--- src/rtl/roi_window_ctrl_if.sv ---
// Command and statistics handshakes between the ROI window controller and its host.
// The master is the host side; the slave is roi_window_ctrl.
interface roi_window_ctrl_if;
    logic       CMD_VALID;
    logic [2:0] CMD_OP;
    logic       CMD_READY;
    logic       STAT_REQ;
    logic       STAT_ACK;
    logic       STAT_OVF;

    modport master (
        output CMD_VALID, CMD_OP, STAT_ACK,
        input  CMD_READY, STAT_REQ, STAT_OVF
    );

    modport slave (
        input  CMD_VALID, CMD_OP, STAT_ACK,
        output CMD_READY, STAT_REQ, STAT_OVF
    );
endinterface

--- src/rtl/roi_window_ctrl.sv ---
// Frame-synchronous ROI window controller: measures the active frame, applies move/resize
// commands at frame start, flags in-window/border pixels and schedules statistics passes.
module roi_window_ctrl #(
    parameter logic [15:0] STEP     = 16'd8,
    parameter logic [15:0] MIN_SIZE = 16'd16,
    parameter logic [15:0] INIT_W   = 16'd200,
    parameter logic [15:0] INIT_H   = 16'd200,
    parameter logic [7:0]  STAT_DIV = 8'd4
) (
    input  logic             CLK,
    input  logic             RST,
    input  logic             VS,
    input  logic             HS,
    input  logic             DE,
    roi_window_ctrl_if.slave cmd,
    output logic [15:0]      WIN_X0,
    output logic [15:0]      WIN_Y0,
    output logic [15:0]      WIN_W,
    output logic [15:0]      WIN_H,
    output logic [15:0]      FRM_W,
    output logic [15:0]      FRM_H,
    output logic             WIN_VALID,
    output logic             IN_WIN,
    output logic             BORDER
);
    localparam logic [16:0] STEP2 = {STEP, 1'b0};

    typedef enum logic [1:0] {StInit, StMeas, StRun} state_e;

    function automatic logic [15:0] pos_dec(input logic [15:0] p);
        return (p >= STEP) ? p - STEP : 16'd0;
    endfunction

    function automatic logic [15:0] pos_inc(input logic [15:0] p, input logic [15:0] s,
                                            input logic [15:0] f);
        logic [15:0] lim;
        logic [16:0] sum;
        lim = f - s;
        sum = {1'b0, p} + {1'b0, STEP};
        return (sum > {1'b0, lim}) ? lim : sum[15:0];
    endfunction

    function automatic logic [15:0] size_grow(input logic [15:0] s, input logic [15:0] f);
        logic [16:0] sum;
        sum = {1'b0, s} + STEP2;
        return (sum > {1'b0, f}) ? f : sum[15:0];
    endfunction

    function automatic logic [15:0] pos_fit(input logic [15:0] p, input logic [15:0] s,
                                            input logic [15:0] f);
        logic [16:0] sum;
        sum = {1'b0, p} + {1'b0, s};
        return (sum > {1'b0, f}) ? f - s : p;
    endfunction

    function automatic logic [15:0] size_shrink(input logic [15:0] s);
        return ({1'b0, s} >= ({1'b0, MIN_SIZE} + STEP2)) ? s - STEP2[15:0] : MIN_SIZE;
    endfunction

    state_e      state_q, state_d;
    logic        vs_q, hs_q, fs, ls;
    logic [15:0] x_q, y_q, lw_q, x_cur, y_cur, meas_w, meas_h;
    logic        line_de_q;
    logic [15:0] x0_q, y0_q, w_q, h_q, frm_w_q, frm_h_q;
    logic [15:0] x0_d, y0_d, w_d, h_d, frm_w_d, frm_h_d;
    logic        valid_q, valid_d, pend_q, pend_d;
    logic [15:0] px0_q, py0_q, pw_q, ph_q, px0_d, py0_d, pw_d, ph_d;
    logic [7:0]  fcnt_q, fcnt_d;
    logic        req_q, req_d, ovf_q, ovf_d, in_q, in_d, border_q, border_d;
    logic        ready, accept;
    logic [15:0] init_w, init_h, gw, gh, sw, sh;
    logic [16:0] x_end, y_end;

    // Edge detectors keep tracking through reset so a release mid-frame sees no false FS.
    always_ff @(posedge CLK) begin
        vs_q <= VS;
        hs_q <= HS;
    end

    assign fs     = VS & ~vs_q;
    assign ls     = HS & ~hs_q & VS;
    assign x_cur  = ls ? 16'd0 : x_q;
    assign y_cur  = ls ? y_q + {15'd0, line_de_q} : y_q;
    assign meas_w = line_de_q ? x_q : lw_q;
    assign meas_h = y_q + {15'd0, line_de_q};

    // Only lines that carried DE advance the line index.
    always_ff @(posedge CLK) begin
        if (RST || fs) begin
            x_q       <= 16'd0;
            y_q       <= 16'd0;
            lw_q      <= 16'd0;
            line_de_q <= 1'b0;
        end else if (ls) begin
            x_q       <= DE ? 16'd1 : 16'd0;
            line_de_q <= DE;
            if (line_de_q) begin
                y_q  <= y_q + 16'd1;
                lw_q <= x_q;
            end
        end else if (DE) begin
            x_q       <= x_q + 16'd1;
            line_de_q <= 1'b1;
        end
    end

    assign x_end    = {1'b0, x0_q} + {1'b0, w_q};
    assign y_end    = {1'b0, y0_q} + {1'b0, h_q};
    assign in_d     = DE & valid_q & (x_cur >= x0_q) & ({1'b0, x_cur} < x_end)
                      & (y_cur >= y0_q) & ({1'b0, y_cur} < y_end);
    assign border_d = in_d & ((x_cur == x0_q) | ({1'b0, x_cur} == x_end - 17'd1)
                      | (y_cur == y0_q) | ({1'b0, y_cur} == y_end - 17'd1));

    assign init_w = (INIT_W < meas_w) ? INIT_W : meas_w;
    assign init_h = (INIT_H < meas_h) ? INIT_H : meas_h;
    assign gw     = size_grow(w_q, frm_w_q);
    assign gh     = size_grow(h_q, frm_h_q);
    assign sw     = size_shrink(w_q);
    assign sh     = size_shrink(h_q);
    assign ready  = (state_q == StRun) & ~pend_q;
    assign accept = cmd.CMD_VALID & ready;

    always_comb begin
        state_d = state_q;
        x0_d    = x0_q;
        y0_d    = y0_q;
        w_d     = w_q;
        h_d     = h_q;
        frm_w_d = frm_w_q;
        frm_h_d = frm_h_q;
        valid_d = valid_q;
        pend_d  = pend_q;
        px0_d   = px0_q;
        py0_d   = py0_q;
        pw_d    = pw_q;
        ph_d    = ph_q;
        fcnt_d  = fcnt_q;
        req_d   = req_q;
        ovf_d   = ovf_q;

        if (accept) begin
            pend_d = 1'b1;
            px0_d  = x0_q;
            py0_d  = y0_q;
            pw_d   = w_q;
            ph_d   = h_q;
            case (cmd.CMD_OP)
                3'd0: py0_d = pos_dec(y0_q);
                3'd1: py0_d = pos_inc(y0_q, h_q, frm_h_q);
                3'd2: px0_d = pos_dec(x0_q);
                3'd3: px0_d = pos_inc(x0_q, w_q, frm_w_q);
                3'd4: begin
                    pw_d  = gw;
                    ph_d  = gh;
                    px0_d = pos_fit(x0_q, gw, frm_w_q);
                    py0_d = pos_fit(y0_q, gh, frm_h_q);
                end
                3'd5: begin
                    pw_d  = sw;
                    ph_d  = sh;
                    px0_d = x0_q + ((w_q - sw) >> 1);
                    py0_d = y0_q + ((h_q - sh) >> 1);
                end
                3'd6: begin
                    px0_d = (frm_w_q - w_q) >> 1;
                    py0_d = (frm_h_q - h_q) >> 1;
                end
                default: ;
            endcase
        end

        if (req_q && cmd.STAT_ACK) begin
            req_d = 1'b0;
        end

        case (state_q)
            StInit: if (fs) state_d = StMeas;
            StMeas: begin
                if (fs) begin
                    frm_w_d = meas_w;
                    frm_h_d = meas_h;
                    w_d     = init_w;
                    h_d     = init_h;
                    x0_d    = (meas_w - init_w) >> 1;
                    y0_d    = (meas_h - init_h) >> 1;
                    valid_d = 1'b1;
                    state_d = StRun;
                end
            end
            StRun: begin
                if (fs) begin
                    frm_w_d = meas_w;
                    frm_h_d = meas_h;
                    if (meas_w != frm_w_q || meas_h != frm_h_q) begin
                        valid_d = 1'b0;
                        pend_d  = 1'b0;
                        state_d = StMeas;
                    end else if (pend_q) begin
                        x0_d   = px0_q;
                        y0_d   = py0_q;
                        w_d    = pw_q;
                        h_d    = ph_q;
                        pend_d = 1'b0;
                    end
                    if ({1'b0, fcnt_q} + 9'd1 == {1'b0, STAT_DIV}) begin
                        fcnt_d = 8'd0;
                        if (req_q && !cmd.STAT_ACK) ovf_d = 1'b1;
                        req_d = 1'b1;
                    end else begin
                        fcnt_d = fcnt_q + 8'd1;
                    end
                end
            end
            default: state_d = StInit;
        endcase
    end

    always_ff @(posedge CLK) begin
        if (RST) begin
            state_q  <= StInit;
            x0_q     <= 16'd0;
            y0_q     <= 16'd0;
            w_q      <= 16'd0;
            h_q      <= 16'd0;
            frm_w_q  <= 16'd0;
            frm_h_q  <= 16'd0;
            valid_q  <= 1'b0;
            pend_q   <= 1'b0;
            px0_q    <= 16'd0;
            py0_q    <= 16'd0;
            pw_q     <= 16'd0;
            ph_q     <= 16'd0;
            fcnt_q   <= 8'd0;
            req_q    <= 1'b0;
            ovf_q    <= 1'b0;
            in_q     <= 1'b0;
            border_q <= 1'b0;
        end else begin
            state_q  <= state_d;
            x0_q     <= x0_d;
            y0_q     <= y0_d;
            w_q      <= w_d;
            h_q      <= h_d;
            frm_w_q  <= frm_w_d;
            frm_h_q  <= frm_h_d;
            valid_q  <= valid_d;
            pend_q   <= pend_d;
            px0_q    <= px0_d;
            py0_q    <= py0_d;
            pw_q     <= pw_d;
            ph_q     <= ph_d;
            fcnt_q   <= fcnt_d;
            req_q    <= req_d;
            ovf_q    <= ovf_d;
            in_q     <= in_d;
            border_q <= border_d;
        end
    end

    assign WIN_X0        = x0_q;
    assign WIN_Y0        = y0_q;
    assign WIN_W         = w_q;
    assign WIN_H         = h_q;
    assign FRM_W         = frm_w_q;
    assign FRM_H         = frm_h_q;
    assign WIN_VALID     = valid_q;
    assign IN_WIN        = in_q;
    assign BORDER        = border_q;
    assign cmd.CMD_READY = ready;
    assign cmd.STAT_REQ  = req_q;
    assign cmd.STAT_OVF  = ovf_q;
endmodule

--- src/flat_wrapper.sv ---
// flat-port wrapper written by rule: the top's interface ports become plain ports
module roi_window_ctrl_flat 
#(
    parameter logic [15:0] STEP     = 16'd8,
    parameter logic [15:0] MIN_SIZE = 16'd16,
    parameter logic [15:0] INIT_W   = 16'd200,
    parameter logic [15:0] INIT_H   = 16'd200,
    parameter logic [7:0]  STAT_DIV = 8'd4
)
  (CLK, RST, VS, HS, DE, WIN_X0, WIN_Y0, WIN_W, WIN_H, FRM_W, FRM_H, WIN_VALID, IN_WIN, BORDER, cmd_CMD_VALID, cmd_CMD_OP, cmd_STAT_ACK, cmd_CMD_READY, cmd_STAT_REQ, cmd_STAT_OVF);
  roi_window_ctrl_if cmd_i ();
  input  logic CLK;
  input  logic RST;
  input  logic VS;
  input  logic HS;
  input  logic DE;
  output logic [15:0] WIN_X0;
  output logic [15:0] WIN_Y0;
  output logic [15:0] WIN_W;
  output logic [15:0] WIN_H;
  output logic [15:0] FRM_W;
  output logic [15:0] FRM_H;
  output logic WIN_VALID;
  output logic IN_WIN;
  output logic BORDER;
  input wire logic [$bits(cmd_i.CMD_VALID)-1:0] cmd_CMD_VALID;
  input wire logic [$bits(cmd_i.CMD_OP)-1:0] cmd_CMD_OP;
  input wire logic [$bits(cmd_i.STAT_ACK)-1:0] cmd_STAT_ACK;
  output wire logic [$bits(cmd_i.CMD_READY)-1:0] cmd_CMD_READY;
  output wire logic [$bits(cmd_i.STAT_REQ)-1:0] cmd_STAT_REQ;
  output wire logic [$bits(cmd_i.STAT_OVF)-1:0] cmd_STAT_OVF;
  assign cmd_i.CMD_VALID = cmd_CMD_VALID;
  assign cmd_i.CMD_OP = cmd_CMD_OP;
  assign cmd_i.STAT_ACK = cmd_STAT_ACK;
  assign cmd_CMD_READY = cmd_i.CMD_READY;
  assign cmd_STAT_REQ = cmd_i.STAT_REQ;
  assign cmd_STAT_OVF = cmd_i.STAT_OVF;
  roi_window_ctrl #(.STEP(STEP), .MIN_SIZE(MIN_SIZE), .INIT_W(INIT_W), .INIT_H(INIT_H), .STAT_DIV(STAT_DIV)) u_core (.CLK(CLK), .RST(RST), .VS(VS), .HS(HS), .DE(DE), .cmd(cmd_i), .WIN_X0(WIN_X0), .WIN_Y0(WIN_Y0), .WIN_W(WIN_W), .WIN_H(WIN_H), .FRM_W(FRM_W), .FRM_H(FRM_H), .WIN_VALID(WIN_VALID), .IN_WIN(IN_WIN), .BORDER(BORDER));
endmodule
--- config.mk ---
export PLATFORM = sky130hd
export DESIGN_NAME = roi_window_ctrl_flat
export DESIGN_NICKNAME = d
export VERILOG_FILES = /design/src/rtl/roi_window_ctrl_if.sv /design/src/rtl/roi_window_ctrl.sv /design/src/flat_wrapper.sv
export SDC_FILE = /design/constraint.sdc
export NUM_CORES = 1
export LEC_CHECK = 0
export ABC_AREA = 1
export ABC_CLOCK_PERIOD_IN_PS = 7700
export BUFFER_PORTS_ARGS = -buffer_cell sky130_fd_sc_hd__buf_4
export CAP_MARGIN = 25
export CORE_MARGIN = 2
export CORE_UTILIZATION = 30
export CTS_CLUSTER_DIAMETER = 200
export CTS_CLUSTER_SIZE = 8
export DETAILED_ROUTE_END_ITERATION = 10
export SYNTH_ARGS = -nofsm -noshare
export SYNTH_HDL_FRONTEND = slang
export SYNTH_SLANG_ARGS = --single-unit
--- constraint.sdc ---
create_clock -name CLK -period 7.7 [get_ports CLK]
set_clock_uncertainty 0.2 [all_clocks]
set_input_delay 1.54 -clock CLK [delete_from_list [all_inputs] [get_ports CLK]]
set_output_delay 1.54 -clock CLK [all_outputs]
set_load 0.05 [all_outputs]
* Word level (Yosys, flattened, before mapping)
Cells that the tools add are included.
** Cells by class
- Add/sub/neg operators :: 29
- Magnitude comparators :: 16
- Equal/unequal tests :: 21
- Multiplexer cells :: 63
- Bitwise logic cells :: 17
- Reductions and logical operators :: 17
** Operator list (number)
- 16-bit 2-to-1 mux :: 33
- 16-bit one-hot mux with 2 select lines :: 6
- 16-bit one-hot mux with 5 select lines :: 2
- 16-bit subtractor :: 8
- 17-bit by 16-bit greater-than comparator with 1-bit output :: 6
- 16-bit by 16-bit adder with 17-bit output :: 4
- 16-bit by 4-bit adder with 17-bit output (second input constant) :: 2
- 16-bit by 5-bit adder with 17-bit output (second input constant) :: 2
- 16-bit by 17-bit equality test with 1-bit output :: 2
- 16-bit by 17-bit less-than comparator with 1-bit output :: 2
- 17-bit by 1-bit subtractor with 17-bit output (second input constant) :: 2
- 16-bit by 1-bit adder with 16-bit output (second input constant) :: 2
- 16-bit by 15-bit adder with 16-bit output :: 2
- 16-bit equality test :: 2
- 16-bit greater-or-equal comparator :: 2
- 16-bit by 4-bit greater-or-equal comparator with 1-bit output (second input constant) :: 2
- 16-bit by 6-bit greater-or-equal comparator with 1-bit output (second input constant) :: 2
- 8-bit by 16-bit less-than comparator with 1-bit output (first input constant) :: 2
- 16-bit != test :: 2
- 16-bit by 4-bit subtractor with 16-bit output (second input constant) :: 2
- 16-bit by 5-bit subtractor with 16-bit output (second input constant) :: 2
- 16-bit by 1-bit adder with 16-bit output :: 1
- 1-bit 2-to-1 mux :: 15
- 4-bit AND reduction :: 3
- 26 further kinds :: 55
** Word-level totals
- Flip-flop bits (word level) :: 227
- Bits of input ports :: 10
- Output and inout bits :: 102
- Word-level logic and storage cells :: 187

* Logic depth before layout (Yosys ltp)
Gate-level depths: netlist (run 1).
- Depth in word-level cells :: 10
- Mapped depth :: 47
- Depth with buffers taken out :: 44

* Least setup slack after synthesis (run 1)
No wires, ideal clock.
- Path type :: register to register
- Start point :: register u_core.w_q[7] (netlist: u_core.WIN_W[7])
- End point :: register u_core.px0_q[12]
- Arrival :: 6.664 ns
- Data required time :: 7.368 ns
- Path slack :: 0.704 ns
- Cell stages (with the launch flop) :: 46
- Buffers on the path :: 3
- Cells stage by stage :: dfxtp_1 clkbuf_1 inv_1 nor4_1 nand3_1 nor2_1 nand4_1 xor2_1 inv_1 ha_1 inv_1 nor3_1 nand2_1 nand4_1 nand2_1 buf_2 o21ai_0 inv_1 [10 not listed] a21oi_1 xor2_1 inv_1 ha_1 nand2_1 inv_1 nand4_1 nor2_1 o31ai_1 nand3_1 nand2_1 inv_1 clkbuf_1 o21ai_0 o211ai_1 nand2_1 nand2_1 a21oi_1
** On the way
- Word-level cells in the longest chain between the ends :: 7
- Elaborated cells on any way between the ends :: 16
- Classes of those cells :: add/sub: 7; order compare: 4; mux: 5
** Ends and longest elaborated chain
- start: declaration :: RTL line roi_window_ctrl.sv:64 : logic [15:0] x0_q, y0_q, w_q, h_q, frm_w_q, frm_h_q;
- start signal: assignment :: RTL line roi_window_ctrl.sv:242 : w_q <= w_d;
- 16-bit by 5-bit adder with 17-bit output :: RTL line roi_window_ctrl.sv:45 : sum = {1'b0, s} + STEP2;
- 17-bit by 16-bit greater-than comparator with 1-bit output :: RTL line roi_window_ctrl.sv:46 : return (sum > {1'b0, f}) ? f : sum[15:0];
- 16-bit 2-to-1 mux :: RTL line roi_window_ctrl.sv:46
- 16-bit by 16-bit adder with 17-bit output :: RTL line roi_window_ctrl.sv:52 : sum = {1'b0, p} + {1'b0, s};
- 17-bit by 16-bit greater-than comparator with 1-bit output :: RTL line roi_window_ctrl.sv:53 : return (sum > {1'b0, f}) ? f - s : p;
- 16-bit 2-to-1 mux :: RTL line roi_window_ctrl.sv:53
- 16-bit one-hot mux with 5 select lines * :: RTL line roi_window_ctrl.sv:147 : case (cmd.CMD_OP)
- end signal: assignment :: RTL line roi_window_ctrl.sv:248 : px0_q <= px0_d;
- end: declaration :: RTL line roi_window_ctrl.sv:67 : logic [15:0] px0_q, py0_q, pw_q, ph_q, px0_d, py0_d, pw_d, ph_d;
Every way passes the cells marked *; elsewhere a longest branch is shown, timed or not.
A chain may end at the register's enable or synchronous reset.

* Final worst setup path (run 1)
- Start point :: register u_core.w_q[5] (netlist: u_core.WIN_W[5])
- End point :: register u_core.px0_q[12]
The elaborated chain is that of the path after synthesis.

==> summary.md, run 1 <==
| Metric | Value |
|---|---|
| Run status | finished, final reports clean |
| Placed cells | 6057 |
| GR Overflow Total | 0 |
| Routed Antenna Nets | 0 |
| RSZ-0062 raised after global routing | false |
| Async set or reset register ratio after synthesis | 0% |
| Drt drc | 0 |
| Root Driver | clkbuf_16 |
| Fmax | 141 MHz |
| Netlist cell types | 62 |
| DP Area | 31400 um2 |
| Hpwl dp | 101000 um |
| # port buffers | 111 |
| Final Cell Area | 32500 um2 |
| Fin util | 34.2% |
| Count leader, synth | nand2_1 |
| Total Neg Setup Slack | 0 ps |
| Clock tree buffer depth | 3 |
| Die width | 314 um |
| Max_cap viols | 0 |
| Worst Hold Class | reg -> reg |
| Slew @ Worst Pin | 1130 ps |
| Top cell type's share of synthesized area | 15.8% |
| Final Setup Violations | 0 |
| Vias in the first global route | 29700 |
| Largest cells by area after synthesis | dfxtp_1, ha_1, nand2_1 |
| Routed wire length | 129000 um |
| Max incr delay on CP | 340 ps |
| Flops & latches, synth | 227 |
| CP Max Fanout | 15 |
| Syn. warnings | 0 |
| Area of the multi-input gates | 21100 um2 |
| CP dominant cell by count | inv_1 |
| Initial antenna violation count | 1 |
| CTS tree | built |
| Reg clk slew, reported paths | 70 ps |
| First-pass GRT wire length | 188000 um |
| Core area | 95000 um2 |
| Post-layout nets | 5201 |
| GPL Wtd Cong | 1.00 |
| List of most frequent post-synthesis cells | nand2_1, inv_1, a21oi_1 |
| Final-report hold violation count | 0 |
| Die area | 98400 um2 |
| Number of synthesized flops with an enable pin | 0 |
| Final std cells w/o fill | 6104 |
| Synthesized area per cell | 6.11 um2 |
| Crit. End Element | register |
| H-tree level count | 2 |
| Drt via density | 5.47 |
| Avg WL per Cell | 21.1 um |
| Starting Density | 30.3% |
| DRT iter0 DRCs | 3932 |
| DR vias | 33400 |
| Clock sinks | 227 |
| Total CTS buffers | 34 |
| Slew Viols, Final | 0 |
| Layout area overhead | 12.9% |
| Sequential area share after synthesis | 15.8% |
| Layout cells sized above 1 | 7.63% |
| DR pass1 iterations | 6 |
| Final min period | 7100 ps |
| Largest net degree at the start of global routing | 70 |
| Worst setup SP type | register |
| Ports | 112 |
| CP required | 7990 ps |
| Leading area contributor after synthesis | dfxtp_1 |
| Crit-path slowest cell | dfxtp_1 |
| Relative slew slack | 24.0% |
| Seq. cell area | 4550 um2 |
| Worst-Skew Late Latency | 570 ps |
| Fillers | 10500 |
| Gr usage total | 25.0% |
| Final Cycle Share | 92.2% |
| Synthesized cell area | 28800 um2 |
| WP data arrival | 7390 ps |
| CP Class | reg -> reg |
| Die Ht | 314 um |
| Post-Syn Instances | 4707 |
| Most used DFF post-synth | dfxtp_1 |
| Row count | 113 |
[path summary, 6_finish.rpt]
| path | startpoint | end | slack [ps] | cells past startpoint |
|---|---|---|---|---|
| worst max-delay path | u_core.WIN_W[5] | u_core.px0_q[12] | 600 | 40 |
| worst min-delay path | u_core.lw_q[1] | u_core.lw_q[1] | 260 | 2 |
| worst max register to register | u_core.WIN_W[5] | u_core.px0_q[12] | 600 | 40 |
| worst min register to register | u_core.lw_q[1] | u_core.lw_q[1] | 260 | 2 |
[per-layer routing]
metal	GRT usage, %	part of all wire (%)	vias to the layer above
li1	-	-	16000
met1	35.3	44	15500
met2	37.2	41	1629
met3	4.60	9.9	272
met4	10.3	4.5	0
met5	0	0	-
[cells in the final DEF (no fill, tap or decap), drive strengths merged, types with 152 or more instances in the layout]
| master | count |
|---|---|
| a21oi | 473 |
| buf | 230 |
| dfxtp | 227 |
| ha | 347 |
| inv | 658 |
| nand2 | 1085 |
| nand3 | 310 |
| nor2 | 387 |
| o21ai | 417 |
| xor2 | 152 |
[worst max-delay path: cells and delay by family (launching register included)]
| family | cells | cell delay, ps |
|---|---|---|
| adder cells (fa/ha/maj) | 3 | 900 |
| XOR/XNOR | 2 | 450 |
| buffers and inverters | 8 | 890 |
| AO/OA/AOI/OAI | 10 | 1720 |
| flip-flops | 1 | 340 |
| AND/OR/NAND/NOR | 17 | 2510 |
[logic make-up (layout without fill, tap and decap cells)]
logic type	after synthesis	in the layout	synth area share (%)
simple gates	2008	2008	29.9
xor+xnor	198	198	6.25
other cells	2	7	0.0261
mux	1	1	0.0348
flops	227	227	15.8
compound gates	1104	1104	21.3
fa+ha+maj	357	357	15.8
buf+inv	810	937	10.9
[final cells by class]
class | count | share of cell area (%)
multi-input cells | 3672 | 65.1
flip-flops and latches | 227 | 14.0
inverters | 668 | 7.73
repair buffers | 231 | 5.44
well taps | 1265 | 4.87
clock buffers | 35 | 2.70
clock inverters | 3 | 0.112
diodes | 3 | 0.0231
[per-stage QoR]
stage | hold slack [ps] | setup slack, ps
floorplan | 222 | 704
global placement | 239 | 424
detailed placement | 246 | 250
CTS | 254 | 168
global route | 277 | 3.14
finish | 258 | 600
[repair_timing]
item / CTS / global route
hold buffers: 0 / 0
endpoints found under the setup margin: 0 / 32
gates resized for setup: 0 / 19
setup buffers: 0 / 3
Power of run 1 is not shown: default switching activity piles up to over one toggle a cycle in this logic, so the estimate is an artifact.
==> run 2: changes to the inputs <==
--- a/config.mk
+++ b/config.mk
@@ -12,3 +12,3 @@
 export CORE_MARGIN = 2
-export CORE_UTILIZATION = 30
+export CORE_UTILIZATION = 50
 export CTS_CLUSTER_DIAMETER = 200
@@ -16,2 +16,3 @@
 export DETAILED_ROUTE_END_ITERATION = 10
+export PLACE_DENSITY = 0.67
 export SYNTH_ARGS = -nofsm -noshare
==> constraint.sdc (replaced) <==
create_clock -name CLK -period 7.7 [get_ports CLK]
set_clock_uncertainty 0.2 [all_clocks]
set_input_delay 0.77 -clock CLK [delete_from_list [all_inputs] [get_ports CLK]]
set_output_delay 0.77 -clock CLK [all_outputs]
set_load 0.05 [all_outputs]
==> summary.md, run 2 (same netlist as run 1, synthesis figures left out) <==
| Metric | Value |
|---|---|
| Hpwl dp | 96500 um (was 101000 um) |
| Crit-path slowest cell | dfxtp_1 (unchanged) |
| Flop2flop setup slack | 570 ps (was 600 ps) |
| Run status | finished, final reports clean (unchanged) |
| CTS Hold Bufs | 0 (unchanged) |
| Clock tree buffer depth | 3 (unchanged) |
| CP Max Fanout | 20 (was 15) |
| Worst setup SP type | register (unchanged) |
| Reg clk slew, reported paths | 70 ps (about the same) |
| Root Driver | clkbuf_16 (unchanged) |
| Fin util | 56.2% (was 34.2%) |
| Drt via density | 6.02 (was 5.47) |
| Seq. cell area | 4550 um2 (about the same) |
| Hold Path Sink | u_core.hs_q (was u_core.lw_q[1]) |
| Gr usage total | 40.3% (was 25.0%) |
| Post-layout nets | 5196 (was 5201) |
| GPL Wtd Cong | 1.08 (was 1.00) |
| Final Cycle Share | 92.7% (was 92.2%) |
| Slew @ Worst Pin | 1090 ps (was 1130 ps) |
| CP dominant cell by count | nand4_1 (was inv_1) |
| Die area | 59500 um2 (was 98400 um2) |
| Clock sinks | 227 (unchanged) |
| Final-report hold violation count | 0 (unchanged) |
| # port buffers | 111 (unchanged) |
| Max incr delay on CP | 370 ps (was 340 ps) |
| Cells on Worst Hold Path | 1 (was 2) |
| Routed wire length | 124000 um (was 129000 um) |
| Most frequent cells in the layout | nand2_1, inv_1, a21oi_1 (unchanged) |
| Avg WL per Cell | 22.2 um (was 21.1 um) |
| Worst Hold Class | in -> reg (was reg -> reg) |
| Setup WS pre-CTS | 192 ps (was 250 ps) |
| Starting Density | 50.8% (was 30.3%) |
| R2r worst-path depth | 38 (was 40) |
| Layout area overhead | 10.5% (was 12.9%) |
| CP required | 7980 ps (was 7990 ps) |
| Die Ht | 244 um (was 314 um) |
| Setup ws final | 565 ps (was 600 ps) |
| Die width | 244 um (was 314 um) |
| Vias in the first global route | 30000 (was 29700) |
| Routed Antenna Nets | 0 (unchanged) |
| Most common cell after layout, fill and taps aside | nand2_1 (unchanged) |
| Row count | 87 (was 113) |
| Total CTS buffers | 34 (unchanged) |
| CP Class | reg -> reg (unchanged) |
| Worst-Skew Late Latency | 570 ps (about the same) |
| GR Overflow Total | 0 (unchanged) |
| Slew Viols, Final | 0 (unchanged) |
| Min-delay src | HS (was u_core.lw_q[1]) |
| Worst hold slack | 108 ps (was 258 ps) |
| FF-to-FF End | u_core.px0_q[6] (was u_core.px0_q[12]) |
| Layout cells sized above 1 | 7.56% (was 7.63%) |
| Area of the multi-input gates | 21100 um2 (about the same) |
| WP data arrival | 7420 ps (was 7390 ps) |
| DR vias | 33600 (was 33400) |
| Fmax | 140 MHz (was 141 MHz) |
| Drt drc | 0 (unchanged) |
| CTS tree | built (unchanged) |
| Final Setup Violations | 0 (unchanged) |
| Relative slew slack | 27.3% (was 24.0%) |
| First-pass GRT wire length | 184000 um (was 188000 um) |
| DR pass1 iterations | 8 (was 6) |
| Critical path startpoint | u_core.WIN_W[5] (unchanged) |
| H-tree level count | 2 (unchanged) |
| Max_cap viols | 0 (unchanged) |
| Initial antenna violation count | 3 (was 1) |
| Worst reg2reg startpoint | u_core.WIN_W[5] (unchanged) |
| Core area | 56600 um2 (was 95000 um2) |
| Crit. End Element | register (unchanged) |
| Largest net degree at the start of global routing | 74 (was 70) |
| DRT iter0 DRCs | 4138 (was 3932) |
| Fillers | 5858 (was 10500) |
| CP delay by family, top | simple AND/OR/NAND/NOR gates (unchanged) |
| Ports | 112 (unchanged) |
| Final min period | 7130 ps (was 7100 ps) |
| Buf/Inv on CP | 5 (was 8) |
==> run 2: cell types whose count changed in the layout (fill, tap and decap cells not counted), sizes merged <==
cell / change
buf: -5
clkbuf: -2
diode: -2
clkinv: +1
clkinvlp: +1
==> run 2: worst register-to-register path, delay by kind of cell (launching register included) <==
family	cells	cell delay (ps)
AND/OR/NAND/NOR	17	2530
AO/OA/AOI/OAI	10	1730
adder cells (fa/ha/maj)	4	1240
buffers and inverters	5	610
flip-flops	1	370
XOR/XNOR	2	370
==> run 2: worst max path at each step <==
stage / to / slack, ps / depth (start not counted)
3_3_place_gp: u_core.py0_q[14] / 490 / 42
2_1_floorplan: u_core.px0_q[12] / 700 / 45
5_1_grt: u_core.px0_q[7] / -130 / 40
3_5_place_dp: u_core.py0_q[5] / 190 / 42
4_1_cts: u_core.py0_q[5] / 140 / 42
6_report: u_core.px0_q[6] / 570 / 38
==> run 2: stage by stage <==
step | instances | setup TNS (ps) | area [um2]
2_1_floorplan | 4709 | 0 | 28800
3_3_place_gp | 5543 | 0 | 30800
3_5_place_dp | 5543 | 0 | 30800
4_1_cts | 5581 | 0 | 31700
5_1_grt | 5587 | -1040 | 31800
6_report | 5588 | 0 | 31800
==> run 2: layout make-up <==
type                       count  share of cell area, %
inverter                     668                   7.90
multi-input combinational   3672                   66.5
tap                          756                   2.97
antenna                        1                0.00787
timing repair buffer         225                   5.41
timing repair inverter         1                 0.0236
clock inverter                 4                  0.209
clock buffer                  34                   2.68
sequential                   227                   14.3
==> run 2: metal layers <==
| layer | GRT usage [%] | routed length, um | vias to the layer above |
|---|---|---|---|
| met5 | 0 | 30 | - |
| met4 | 15.2 | 5100 | 4 |
| met1 | 58.2 | 53600 | 15400 |
| met2 | 56.4 | 48700 | 1978 |
| met3 | 10.5 | 16800 | 284 |
| li1 | - | - | 16000 |
==> run 2: timing repair <==
item                                   in CTS  in global routing
endpoints found under the hold margin       0                  0
setup endpoints to repair                   0                 32
gates resized for setup                     0                 27
buffers inserted                            0                  3
Power of run 2 is left out for the same reason.
